[src/rtl/instr_fetch_if.sv]
// Fetch-stage bus: ROM port, decoder control inputs and instruction outputs.
// master = fetch stage, slave = ROM/decoder side.
interface instr_fetch_if #(
    parameter int PC_W    = 8,
    parameter int INSTR_W = 24
);
    logic [PC_W-1:0]    rom_addr;
    logic               rom_rd_en;
    logic [INSTR_W-1:0] rom_q;
    logic               stall;
    logic               jump_enable;
    logic [PC_W-1:0]    jump_addr;
    logic [INSTR_W-1:0] instr;
    logic               instr_valid;
    logic [PC_W-1:0]    pc_out;

    modport master (
        output rom_addr, rom_rd_en, instr, instr_valid, pc_out,
        input  rom_q, stall, jump_enable, jump_addr
    );

    modport slave (
        input  rom_addr, rom_rd_en, instr, instr_valid, pc_out,
        output rom_q, stall, jump_enable, jump_addr
    );
endinterface

[src/rtl/instr_fetch.sv]
// Instruction fetch: owns PC, drives sync ROM, squashes wrong-path words.
// Ports: clk, rst_n (sync, active low), bus (instr_fetch_if master).
module instr_fetch #(
    parameter int                  PC_W      = 8,
    parameter int                  INSTR_W   = 24,
    parameter logic [PC_W-1:0]     RESET_PC  = '0,
    parameter logic [INSTR_W-1:0]  NOP_INSTR = '0
) (
    input  logic          clk,
    input  logic          rst_n,
    instr_fetch_if.master bus
);
    typedef enum logic [1:0] {
        S_BOOT,
        S_RUN,
        S_FLUSH
    } state_e;

    state_e          state_q, state_d;
    logic [PC_W-1:0] fetch_pc_q, fetch_pc_d;
    logic [PC_W-1:0] exec_pc_q, exec_pc_d;

    always_comb begin
        state_d    = state_q;
        fetch_pc_d = fetch_pc_q;
        exec_pc_d  = exec_pc_q;
        if (!bus.stall) begin
            unique case (state_q)
                S_BOOT, S_FLUSH: begin
                    exec_pc_d  = fetch_pc_q;
                    fetch_pc_d = fetch_pc_q + 1'b1;
                    state_d    = S_RUN;
                end
                S_RUN: begin
                    if (bus.jump_enable) begin
                        // read in flight for old fetch_pc is dropped
                        fetch_pc_d = bus.jump_addr;
                        state_d    = S_FLUSH;
                    end else begin
                        exec_pc_d  = fetch_pc_q;
                        fetch_pc_d = fetch_pc_q + 1'b1;
                    end
                end
                default: state_d = S_BOOT;
            endcase
        end
    end

    always_ff @(posedge clk) begin
        if (!rst_n) begin
            state_q    <= S_BOOT;
            fetch_pc_q <= RESET_PC;
            exec_pc_q  <= RESET_PC;
        end else begin
            state_q    <= state_d;
            fetch_pc_q <= fetch_pc_d;
            exec_pc_q  <= exec_pc_d;
        end
    end

    // Outputs are forced to their idle values while rst_n is held low,
    // even before the first reset edge has cleared the registers.
    logic run;
    assign run = rst_n && (state_q == S_RUN);

    assign bus.rom_addr    = rst_n ? fetch_pc_q : RESET_PC;
    assign bus.rom_rd_en   = !bus.stall && rst_n;
    assign bus.instr       = run ? bus.rom_q : NOP_INSTR;
    assign bus.instr_valid = run;
    assign bus.pc_out      = rst_n ? exec_pc_q : RESET_PC;
endmodule

[src/flat_wrapper.sv]
// flat-port wrapper written by rule: the top's interface ports become plain ports
module instr_fetch_flat 
#(
    parameter int                  PC_W      = 8,
    parameter int                  INSTR_W   = 24,
    parameter logic [PC_W-1:0]     RESET_PC  = '0,
    parameter logic [INSTR_W-1:0]  NOP_INSTR = '0
)
  (clk, rst_n, bus_rom_addr, bus_rom_rd_en, bus_instr, bus_instr_valid, bus_pc_out, bus_rom_q, bus_stall, bus_jump_enable, bus_jump_addr);
  instr_fetch_if #(.PC_W(PC_W), .INSTR_W(INSTR_W)) bus_i ();
  input  logic clk;
  input  logic rst_n;
  output wire logic [$bits(bus_i.rom_addr)-1:0] bus_rom_addr;
  output wire logic [$bits(bus_i.rom_rd_en)-1:0] bus_rom_rd_en;
  output wire logic [$bits(bus_i.instr)-1:0] bus_instr;
  output wire logic [$bits(bus_i.instr_valid)-1:0] bus_instr_valid;
  output wire logic [$bits(bus_i.pc_out)-1:0] bus_pc_out;
  input wire logic [$bits(bus_i.rom_q)-1:0] bus_rom_q;
  input wire logic [$bits(bus_i.stall)-1:0] bus_stall;
  input wire logic [$bits(bus_i.jump_enable)-1:0] bus_jump_enable;
  input wire logic [$bits(bus_i.jump_addr)-1:0] bus_jump_addr;
  assign bus_rom_addr = bus_i.rom_addr;
  assign bus_rom_rd_en = bus_i.rom_rd_en;
  assign bus_instr = bus_i.instr;
  assign bus_instr_valid = bus_i.instr_valid;
  assign bus_pc_out = bus_i.pc_out;
  assign bus_i.rom_q = bus_rom_q;
  assign bus_i.stall = bus_stall;
  assign bus_i.jump_enable = bus_jump_enable;
  assign bus_i.jump_addr = bus_jump_addr;
  instr_fetch #(.PC_W(PC_W), .INSTR_W(INSTR_W), .RESET_PC(RESET_PC), .NOP_INSTR(NOP_INSTR)) u_core (.clk(clk), .rst_n(rst_n), .bus(bus_i));
endmodule
[config.mk]
export PLATFORM = sky130hd
export DESIGN_NAME = instr_fetch_flat
export DESIGN_NICKNAME = d
export VERILOG_FILES = /design/src/rtl/instr_fetch_if.sv /design/src/rtl/instr_fetch.sv /design/src/flat_wrapper.sv
export SDC_FILE = /design/constraint.sdc
export NUM_CORES = 1
export LEC_CHECK = 0
export ABC_AREA = 0
export CORE_MARGIN = 3
export CORE_UTILIZATION = 33
export CTS_BUF_LIST = sky130_fd_sc_hd__clkbuf_2
export CTS_CLUSTER_DIAMETER = 60
export DETAILED_ROUTE_END_ITERATION = 16
export PLACE_DENSITY = 0.86
export SYNTH_ARGS = -nofsm -noshare
export SYNTH_HDL_FRONTEND = slang
export SYNTH_SLANG_ARGS = --single-unit
[constraint.sdc]
create_clock -name clk -period 1.2 [get_ports clk]
set_input_delay 0.18 -clock clk [delete_from_list [all_inputs] [get_ports clk]]
set_output_delay 0.18 -clock clk [all_outputs]
set_load 0.005 [all_outputs]
=== Word level (Yosys, flattened, before mapping) ===
Cells that the tools add are included.

* Register bits after elaboration: 18

* Eq/ne operators: 4
* Bitwise gates (word level): 1
* Reductions and logical operators: 9
* Mux-type cells: 9
* $add $sub $neg: 1

{| class="wikitable"
|+ Operators by type and width
! operator !! number
|-
| $mux 8 || 4
|-
| $pmux 8 s2 || 2
|-
| $mux 24 || 1
|-
| $add 8x1->8 const B || 1
|-
| $ne 2x2->1 const B || 2
|-
| $pmux 2 s2 || 1
|-
| $reduce_and 2->1 || 2
|-
| $reduce_and 3->1 || 1
|-
| $eq 2x1->1 const B || 1
|-
| $eq 2x2->1 const B || 1
|-
| $logic_and 1x1->1 || 2
|-
| $logic_not 2->1 || 1
|-
| $mux 2 || 1
|-
| $reduce_bool 2->1 || 1
|-
| $reduce_or 2->1 || 1
|-
| $logic_not 1->1 || 1
|-
| $not 1->1 || 1
|}

=== Depth between registers and ports, before layout ===
Gate-level depths: netlist of run 1.

* Depth after elaboration: 4
* Depth in mapped cells: 6

=== Worst setup path after synthesis of run 1 ===
No wires, ideal clock.

* Kind: register to register
* From: reg u_core.fetch_pc_q[0]
* To: reg u_core.fetch_pc_q[6]
* Slack: -59 ps
* Setup time: 75 ps
* Path buffers: 0
* Period minus slack after synthesis: 1259 ps
* Stages on the path, launching flop included: 6
* Arrival time: 1184 ps
* Path through: dfxtp_1 ha_1 and3_1 nand3_1 o31a_1 o22ai_1

* Word-level cells in the longest chain between the ends: 3

{| class="wikitable"
|+ RTL lines
! element !! RTL line !! source
|-
| from (decl) || instr_fetch.sv:20 || <nowiki>logic [PC_W-1:0] fetch_pc_q, fetch_pc_d;</nowiki>
|-
| from (signal assigned) || instr_fetch.sv:56 || <nowiki>fetch_pc_q <= fetch_pc_d;</nowiki>
|-
| $add 8x1->8 (*) || instr_fetch.sv:31, instr_fetch.sv:41 ||
|-
| $mux 8 || instr_fetch.sv:35 || <nowiki>if (bus.jump_enable) begin</nowiki>
|-
| $pmux 8 s2 (*) || instr_fetch.sv:28 || <nowiki>unique case (state_q)</nowiki>
|}

Mark *: on every way between the ends. The rest lies on a longest branch, timed or not.
A chain may end at the register's enable or synchronous reset.

=== Worst setup path after layout of run 1 ===
* From: reg u_core.state_q[1]
* To: reg u_core.fetch_pc_q[0]

* Word-level cells in the longest chain between the ends: 4

{| class="wikitable"
|+ RTL lines
! element !! RTL line !! source
|-
| from (decl) || instr_fetch.sv:19 || <nowiki>state_e state_q, state_d;</nowiki>
|-
| from (signal assigned) || instr_fetch.sv:55 || <nowiki>state_q <= state_d;</nowiki>
|-
| $eq 2x2->1 or $logic_not 2->1 (tied branches) || instr_fetch.sv:28 ||
|-
| $reduce_or 2->1 || instr_fetch.sv:28 ||
|-
| $reduce_bool 2->1 (no source line) || n/a ||
|-
| $reduce_and 2->1 (no source line) || n/a ||
|}

Several ways; a longest one is shown, not always the timed one.

==> flow_summary.yaml, run 1 <==
floorplanning:
  core_mm2: 0.00318
  dieWidth_um: 65.0
  rows: 20
  initial_core_util: 0.361
  fp.dieH_um: 65.0
  io_pins: 78
  dieArea_mm2: 0.00422
synth:
  synthTopCellsByCount: "39 x and2_1, 26 x nand2_1, 18 x dfxtp_1"
  syn_area_mm2: 0.00115
  async_flop_share: 0
  synth-seq-cells: 18
  ys_types: 36
  avgSynthCellArea_um2: 7.86
  synth_most_common_cell: "and2_1"
  synth_warnings: 0
  synth.largest_area_cell: "dfxtp_1"
  seq_area_frac_synth: 0.314
  yosysTopAreaCellShare: 0.314
  ys.flop_type: "dfxtp_1"
  synth_nets: 183
  synth_edf_count: 0
  syn_inst: 146
  synth_area_leaders: "dfxtp_1 31%, and2_1 21%, nand2_1 8.5%"
cts:
  cts_tree: "built"
  clock_path_buffers: 2
  cts_root_buffer: "clkbuf_2"
  cts_max_level: 1
  clk_latency_ps: 340
  cts_hold_buf: 0
  cts_sinks: 18
  cts_buffers: 3
  path_clk_slew_ps: 180
placement:
  dpl.hpwl_um: 3160
  dpl.cell_count: 287
  gp_congestion: 0.794
  portBuffers: 77
  place_area_mm2: 0.00217
detailed_routing:
  drc: 0
  wirelength_um: 7110
  routedWlPerCell_um: 22.5
  drt_iter0_markers: 101
  vias_per_cell: 5.56
  detailroute.via_count: 1757
  final_antenna_net_count: 0
  drt_first_pass_iters: 4
timing:
  fmax_ghz: 0.593
  finalClockSkew_ps: 3.88
  setup-violations-final: 43
  period_share: 1.41
  max_slew_margin: 0.818
  hold_ws_ps: 281
  worst_slew_pin_slew_ps: 273
  finalHoldViolations: 0
  rsz0062_at_grt: "true"
  fin_ws_ps: -486
  period_minus_slack_ps: 1690
  slew_violations: 0
grt:
  gr-usage-all-layers: 0.306
  first_global_vias: 1771
  grt_max_degree: 13
  antenna_found_initial: 0
  grt_pass1_wl_um: 9760
  grt-ovfl-total: 0
finish:
  fill_cells: 147
  antennaDiodeCount: 0
  nNetsFinal: 310
  drive_above_1_share: 0.632
  seqCellArea_um2: 392
  design_area_mm2: 0.00263
  syn2layout_area_growth_pct: 129
  multi_input_area_um2: 950
  stdcell_count: 316
critical_path:
  path_max_fanout: 4
  critPathKind: "flip-flop to flip-flop"
  path_common_cell: "buf_6"
  path_cells: "buf_4, buf_6, buf_6, and3b_2, clkbuf_16, nand3_2, o211ai_1, and2_1"
  required_ps: 1480
  arrival_ps: 1970
  crit_family: "simple AND/OR/NAND/NOR gates"
  crit_path_end_kind: "flip-flop"
  start_kind: "flip-flop"
  critPathSlowestCell: "dfxtp_2"
  critPathMaxStageDelay_ps: 370
  critical_path_buf_inv_count: 4
worst_hold_path:
  hold_path.class: "input pin to flip-flop"
power_and_ir_drop:
  p_leak_uw: 0.00133
  power_uw: 1550
  ir_worst_vdd_uv: 754
  powerDensity_mw_per_mm2: 587
job:
  max-cap-violations: 0
outcome:
  violations: "setup timing"
  status: "complete, but fails checks"
==> cell usage in the layout, fill, tap and decap left out, drive strengths merged, types with 2 or more instances in the layout <==
cell type and n:
a21boi 10, inv 2, o21ai 3, clkdlybuf4s50 33
and3b 2, dlygate4sd2 3, and3 2, nand3 7
a21o 2, nand2 27, buf 81, clkbuf 11
o22ai 3, nor3 2, and2 40, dfxtp 18
dlymetal6s2s 5, a21oi 6
==> path summary, 6_finish.rpt <==
check                                                      start                                end  slack [ps]  cells past startpoint
worst max register to register    u_core.state_q[1]$_SDFFE_PN0P_  u_core.fetch_pc_q[0]$_SDFFE_PN0P_        -490                      8
worst min register to register  u_core.exec_pc_q[3]$_SDFFE_PN0P_   u_core.exec_pc_q[3]$_SDFFE_PN0P_         480                      2
worst max-delay path              u_core.state_q[1]$_SDFFE_PN0P_  u_core.fetch_pc_q[0]$_SDFFE_PN0P_        -490                      8
worst min-delay path                                       rst_n   u_core.exec_pc_q[3]$_SDFFE_PN0P_         280                      3
==> through the flow <==
step           setup WS [ps]  setup TNS [ps]   util
6_report                -486          -16470  0.828
5_1_grt                 -515          -18370  0.828
4_1_cts                 -414          -15780  0.772
3_5_place_dp            -673          -31810  0.683
3_3_place_gp            -623          -29080  0.683
2_1_floorplan           6.30               0      -
==> power by group <==
group,internal (uW),switching (uW)
clock,72.3,216
sequential,618,13.4
combinational,363,264
==> state kept, by name, summed over array words and instances, names as in the netlist <==
name,count
u_core.exec_pc_q,8
u_core.state_q,2
u_core.fetch_pc_q,8
==> kinds of logic (layout without fill, tap and decap cells) <==
family / after synthesis / in the layout / share of synthesized area
AND/OR/NAND/NOR: 85 / 85 / 0.423
AO/OA/AOI/OAI: 31 / 31 / 0.190
flip-flops: 18 / 18 / 0.314
buffers and inverters: 10 / 136 / 0.0523
adder cells (fa/ha/maj): 1 / 1 / 0.0109
multiplexers: 1 / 1 / 0.00981
==> cell type report <==
type / instances / area share
timing repair buffer: 130 / 0.459
sequential: 18 / 0.149
clock buffer: 3 / 0.00571
multi-input combinational: 118 / 0.361
clock inverter: 1 / 0.00143
inverter: 2 / 0.00285
tap: 44 / 0.0209
==> repair_timing <==
action                     4_1_cts  5_1_grt
gates resized for setup        207       64
setup endpoints to repair       60       60
cloned                           5        0
pin swaps                       26       16
setup buffers                   10       11
==> worst min-delay path, delay by kind of cell <==
family	cells	cell delay, ps
buf+inv	2	290
compound gates	1	130
==> layer usage <==
metal / global-route usage / vias to the layer above / wire [um]
met5: 0 / - / 0
met4: 0.150 / 0 / 408
met3: 0.0832 / 40 / 575
met2: 0.545 / 125 / 3530
met1: 0.331 / 844 / 2590
li1: - / 748 / -
(Power assumes the default switching activity.)
==> run 2, diff against run 1 <==
- CORE_UTILIZATION: 33 -> 58
- DONT_BUFFER_PORTS: default -> 1
- PLACE_DENSITY: 0.86 -> 0.83
==> run 2 against run 1 <==
The run still ends with setup timing left. Final area shrank 48%. Fmax grew 22%. Combinational power shrank 65%. Largest cell class is now multi-input gates.
==> flow_summary.yaml, run 2 (same netlist as run 1, synthesis figures left out) <==
detailed_routing:
  drt_first_pass_iters: 4
  drt_iter0_markers: 27
  final_antenna_net_count: 0
  drc: 0
  detailroute.via_count: 1102
  vias_per_cell: 5.99
  wirelength_um: 3130
  routedWlPerCell_um: 17.0
floorplanning:
  io_pins: 78
  rows: 15
  core_mm2: 0.00180
  dieArea_mm2: 0.00255
  fp.dieH_um: 50.5
  dieWidth_um: 50.5
  initial_core_util: 0.637
power_and_ir_drop:
  power_frac_comb: 0.194
  power_uw: 1130
  switching_share: 0.293
  powerDensity_mw_per_mm2: 830
  switchingPower_uw: 331
  p_int_uw: 800
  p_leak_uw: 0.000553
  seqPwrFrac: 0.566
  ir_worst_vdd_uv: 821
  clkPwrFrac: 0.239
finish:
  seqCellArea_um2: 380
  top_regs: "u_core.exec_pc_q x8, u_core.fetch_pc_q x8, u_core.state_q x2"
  nNetsFinal: 197
  multi_input_area_um2: 785
  final_common_cell: "and2_1"
  syn2layout_area_growth_pct: 18.9
  layout_common_cells: "36 x and2_1, 25 x nand2_1, 10 x dfxtp_1, 9 x a21boi_0, 9 x buf_4"
  fill_cells: 127
  antennaDiodeCount: 0
  drive_above_1_share: 0.264
  design_area_mm2: 0.00136
  stdcell_count: 184
placement:
  portBuffers: 0
  dpl.cell_count: 175
  place_area_mm2: 0.00124
  dpl_worst_slack_ps: -92.7
  gp_congestion: 0.893
  dpl.hpwl_um: 2280
critical_path:
  critPathKind: "flip-flop to output port"
  cp-startpoint: "u_core.state_q[1]$_SDFFE_PN0P_"
  arrival_ps: 1200
  r2r_start: "u_core.state_q[1]$_SDFFE_PN0P_"
  start_kind: "flip-flop"
  required_ps: 1020
  crit_path_end_kind: "output port"
  path_max_fanout: 8
outcome:
  status: "complete, but fails checks"
  violations: "setup timing"
timing:
  finalClockSkew_ps: 5.50
  worst_slew_pin_slew_ps: 437
  rsz0062_at_grt: "true"
  slew_violations: 0
  finalHoldViolations: 0
  max_slew_margin: 0.708
  setup-violations-final: 30
  period_minus_slack_ps: 1380
  period_share: 1.15
  fin_ws_ps: -184
  fmax_ghz: 0.723
grt:
  gr-usage-all-layers: 0.247
  grt_max_degree: 24
  antenna_found_initial: 0
  grt_pass1_wl_um: 4870
  first_global_vias: 1043
  grt-ovfl-total: 0
cts:
  cts_buffers: 3
  clock_path_buffers: 2
  cts_tree: "built"
  cts_sinks: 18
  cts_max_level: 1
  path_clk_slew_ps: 180
  clk_latency_ps: 310
  cts_root_buffer: "clkbuf_2"
worst_hold_path:
  hold_path.class: "input pin to flip-flop"
  min-delay-start: "rst_n"
job:
  max-cap-violations: 0
[run 2: cell types whose count changed in the layout (fill, tap and decap cells not counted), sizes merged]
cell           change
buf               -68
clkdlybuf4s50     -33
clkbuf             -8
dlymetal6s2s       -5
dlygate4sd2        -3
and3b              +2
dlygate4sd3        +2
[run 2: power groups by stage]
| stage | combinational, uW | clock (uW) | sequential, uW |
|---|---|---|---|
| floorplan | 139 | 0 | 653 |
| global placement | 179 | 0 | 653 |
| detailed placement | 185 | 0 | 656 |
| CTS | 209 | 274 | 641 |
| global route | 241 | 288 | 644 |
| finish | 220 | 271 | 641 |
[run 2: timing repair]
item | 4_1_cts | 5_1_grt
buffers inserted | 1 | 0
hold endpoints to repair | 13 | 0
pin swaps | 2 | 2
resized for setup | 9 | 14
setup endpoints to repair | 40 | 47
hold buffers | 2 | 0
gates cloned | 2 | 0
[run 2: cell type report]
type / instances / area share
multi-input cells: 120 / 0.575
clock buffers: 3 / 0.0110
repair buffers: 15 / 0.104
flip-flops and latches: 18 / 0.279
inverters: 2 / 0.00550
clock inverters: 1 / 0.00275
well taps: 25 / 0.0229
[run 2: layer usage]
layer  vias to the layer above  track usage  part of all wire
met5                         -            0                 0
met4                         0        0.103             0.018
met3                         8       0.0326             0.065
met2                        54        0.417              0.49
met1                       514        0.314              0.43
li1                        526            -                 -
[run 2: worst paths after layout]
| path | slack (ps) | endpoint | cells past startpoint |
|---|---|---|---|
| min reg2reg | 480 | u_core.exec_pc_q[2]$_SDFFE_PN0P_ | 2 |
| min | 30 | u_core.fetch_pc_q[3]$_SDFFE_PN0P_ | 2 |
| max | -180 | bus_instr[22] | 2 |
| max reg2reg | -130 | u_core.fetch_pc_q[7]$_SDFFE_PN0P_ | 4 |
[run 2: worst max-delay path, cell delays in order, from the launching register on]
cell and delay (ps):
dfxtp_2 390, and3b_2 320, and2_1 180
[run 2: metrics by stage]
stage,setup TNS [ps],utilization,hold WS (ps)
2_1_floorplan,0,-,335
3_3_place_gp,-80.7,0.690,308
3_5_place_dp,-647,0.690,318
4_1_cts,-4120,0.735,16.5
5_1_grt,-6390,0.757,21.7
6_report,-4390,0.757,26.9
==> run 3, diff against run 2 <==
- clock period: 1.2 -> 1.1 ns (I/O delays scaled with it)
==> run 3 against run 2 <==
The run ends with hold timing, setup timing left. Worst setup slack got worse by 200 ps. Critical path type is now flip-flop to flip-flop. Cell count is 10% higher. Final area rose by 27%.
==> flow_summary.yaml, run 3 (same netlist as run 1, synthesis figures left out) <==
grt:
  top_usage_layer: "met2"
  grtUsageMet1: 0.349
  grt_max_degree: 25
  gr-usage-met3: 0.0564
  antenna_found_initial: 0
  use_met2: 0.622
  gr-usage-all-layers: 0.330
  first_global_vias: 1241
  grt_pass1_wl_um: 6230
  grt-ovfl-total: 0
floorplanning:
  fp.dieH_um: 50.5
  dieWidth_um: 50.5
  rows: 15
  io_pins: 78
  dieArea_mm2: 0.00255
  initial_core_util: 0.637
  core_mm2: 0.00180
detailed_routing:
  final_antenna_net_count: 0
  wirelength_um: 5690
  drt_iter0_markers: 82
  drt_first_pass_iters: 5
  detailroute.via_count: 1417
  routedWlPerCell_um: 28.0
  vias_per_cell: 6.98
  drc: 0
cts:
  clk_latency_ps: 330
  cts_buffers: 3
  cts_sinks: 18
  clock_path_buffers: 2
  path_clk_slew_ps: 210
  cts_max_level: 1
  cts_hold_buf: 2
  cts_tree: "built"
  cts_root_buffer: "clkbuf_2"
placement:
  dpl.hpwl_um: 2510
  place_area_mm2: 0.00132
  dpl_worst_slack_ps: -174
  portBuffers: 0
  gp_congestion: 0.879
timing:
  finalClockSkew_ps: 13.4
  hold_ws_ps: -10.1
  max_slew_margin: 0.624
  finalHoldViolations: 2
  fmax_ghz: 0.674
  slew_violations: 0
  rsz0062_at_grt: "true"
  worst_slew_pin_slew_ps: 564
  period_share: 1.35
  fin_ws_ps: -385
  setup-violations-final: 48
  period_minus_slack_ps: 1480
power_and_ir_drop:
  powerDensity_mw_per_mm2: 819
  p_leak_uw: 0.000740
  ir_worst_vdd_uv: 756
  power_uw: 1420
critical_path:
  critPathSlowestCell: "dfxtp_2"
  arrival_ps: 1740
  path_cells: "buf_4, and3b_2, buf_12, buf_6, nor3_2, a21oi_1, o22ai_1"
  critical_path_buf_inv_count: 3
  crit_family: "buffers and inverters"
  path_max_fanout: 7
  required_ps: 1350
  critPathMaxStageDelay_ps: 370
  crit_path_end_kind: "flip-flop"
  start_kind: "flip-flop"
  critPathKind: "flip-flop to flip-flop"
worst_hold_path:
  hold_path.class: "input pin to flip-flop"
finish:
  final_common_cell: "and2_4"
  drive_above_1_share: 0.601
  design_area_mm2: 0.00173
  nNetsFinal: 216
  fin_util: 0.963
  top_regs: "u_core.exec_pc_q x8, u_core.fetch_pc_q x8, u_core.state_q x2"
  layout_common_cells: "27 x and2_4, 21 x nand2_1, 19 x buf_4, 12 x and2_1, 10 x buf_6"
  syn2layout_area_growth_pct: 51.1
  antennaDiodeCount: 0
outcome:
  violations: "hold timing, setup timing"
  status: "complete, but fails checks"
job:
  max-cap-violations: 0
-- run 3: cell types whose count changed in the layout (fill, tap and decap cells not counted), moves of 4 or more --
cell / change
and2_1: -24
buf_4: +10
a21boi_1: +7
and2_4: +24
buf_6: +7
a21boi_0: -9
nand2_1: -4
-- run 3: final timing paths --
kind	start	to	slack [ps]	cells after the start
min	rst_n	u_core.fetch_pc_q[5]$_SDFFE_PN0P_	-10	1
max	u_core.state_q[0]$_SDFFE_PN0P_	u_core.fetch_pc_q[3]$_SDFFE_PN0P_	-380	7
max reg2reg	u_core.state_q[0]$_SDFFE_PN0P_	u_core.fetch_pc_q[3]$_SDFFE_PN0P_	-380	7
min reg2reg	u_core.exec_pc_q[5]$_SDFFE_PN0P_	u_core.exec_pc_q[5]$_SDFFE_PN0P_	500	2
-- run 3: where the power goes --
group	internal (uW)	switching (uW)	leakage (uW)
logic	207	191	0.000574
registers	671	33.3	0.000152
clock network	79.0	240	0.0000140
-- run 3: per-layer routing --
layer	up-vias	wire, um
met2	150	2750
li1	562	-
met1	651	1840
met5	-	0
met3	54	631
met4	0	471
-- run 3: timing repair --
item | in CTS | in global routing
hold endpoints to repair | 14 | 2
cloned | 3 | 1
resized for setup | 68 | 18
endpoints found under the setup margin | 48 | 49
pin swaps | 30 | 16
setup buffers | 5 | 7
-- run 3: final cells by class --
cell class	count	area (um2)
Multi-Input combinational cell	121	966
Sequential cell	18	388
Timing Repair Buffer	33	323
Fill cell	34	67.6
Tap cell	25	31.3
Clock buffer	3	15.0
Inverter	2	7.51
Clock inverter	1	3.75
-- run 3: through the flow --
step | instances | setup TNS (ps)
floorplan | 146 | -168
global placement | 181 | -1700
detailed placement | 181 | -3590
CTS | 195 | -9140
global route | 203 | -14530
finish | 203 | -13340
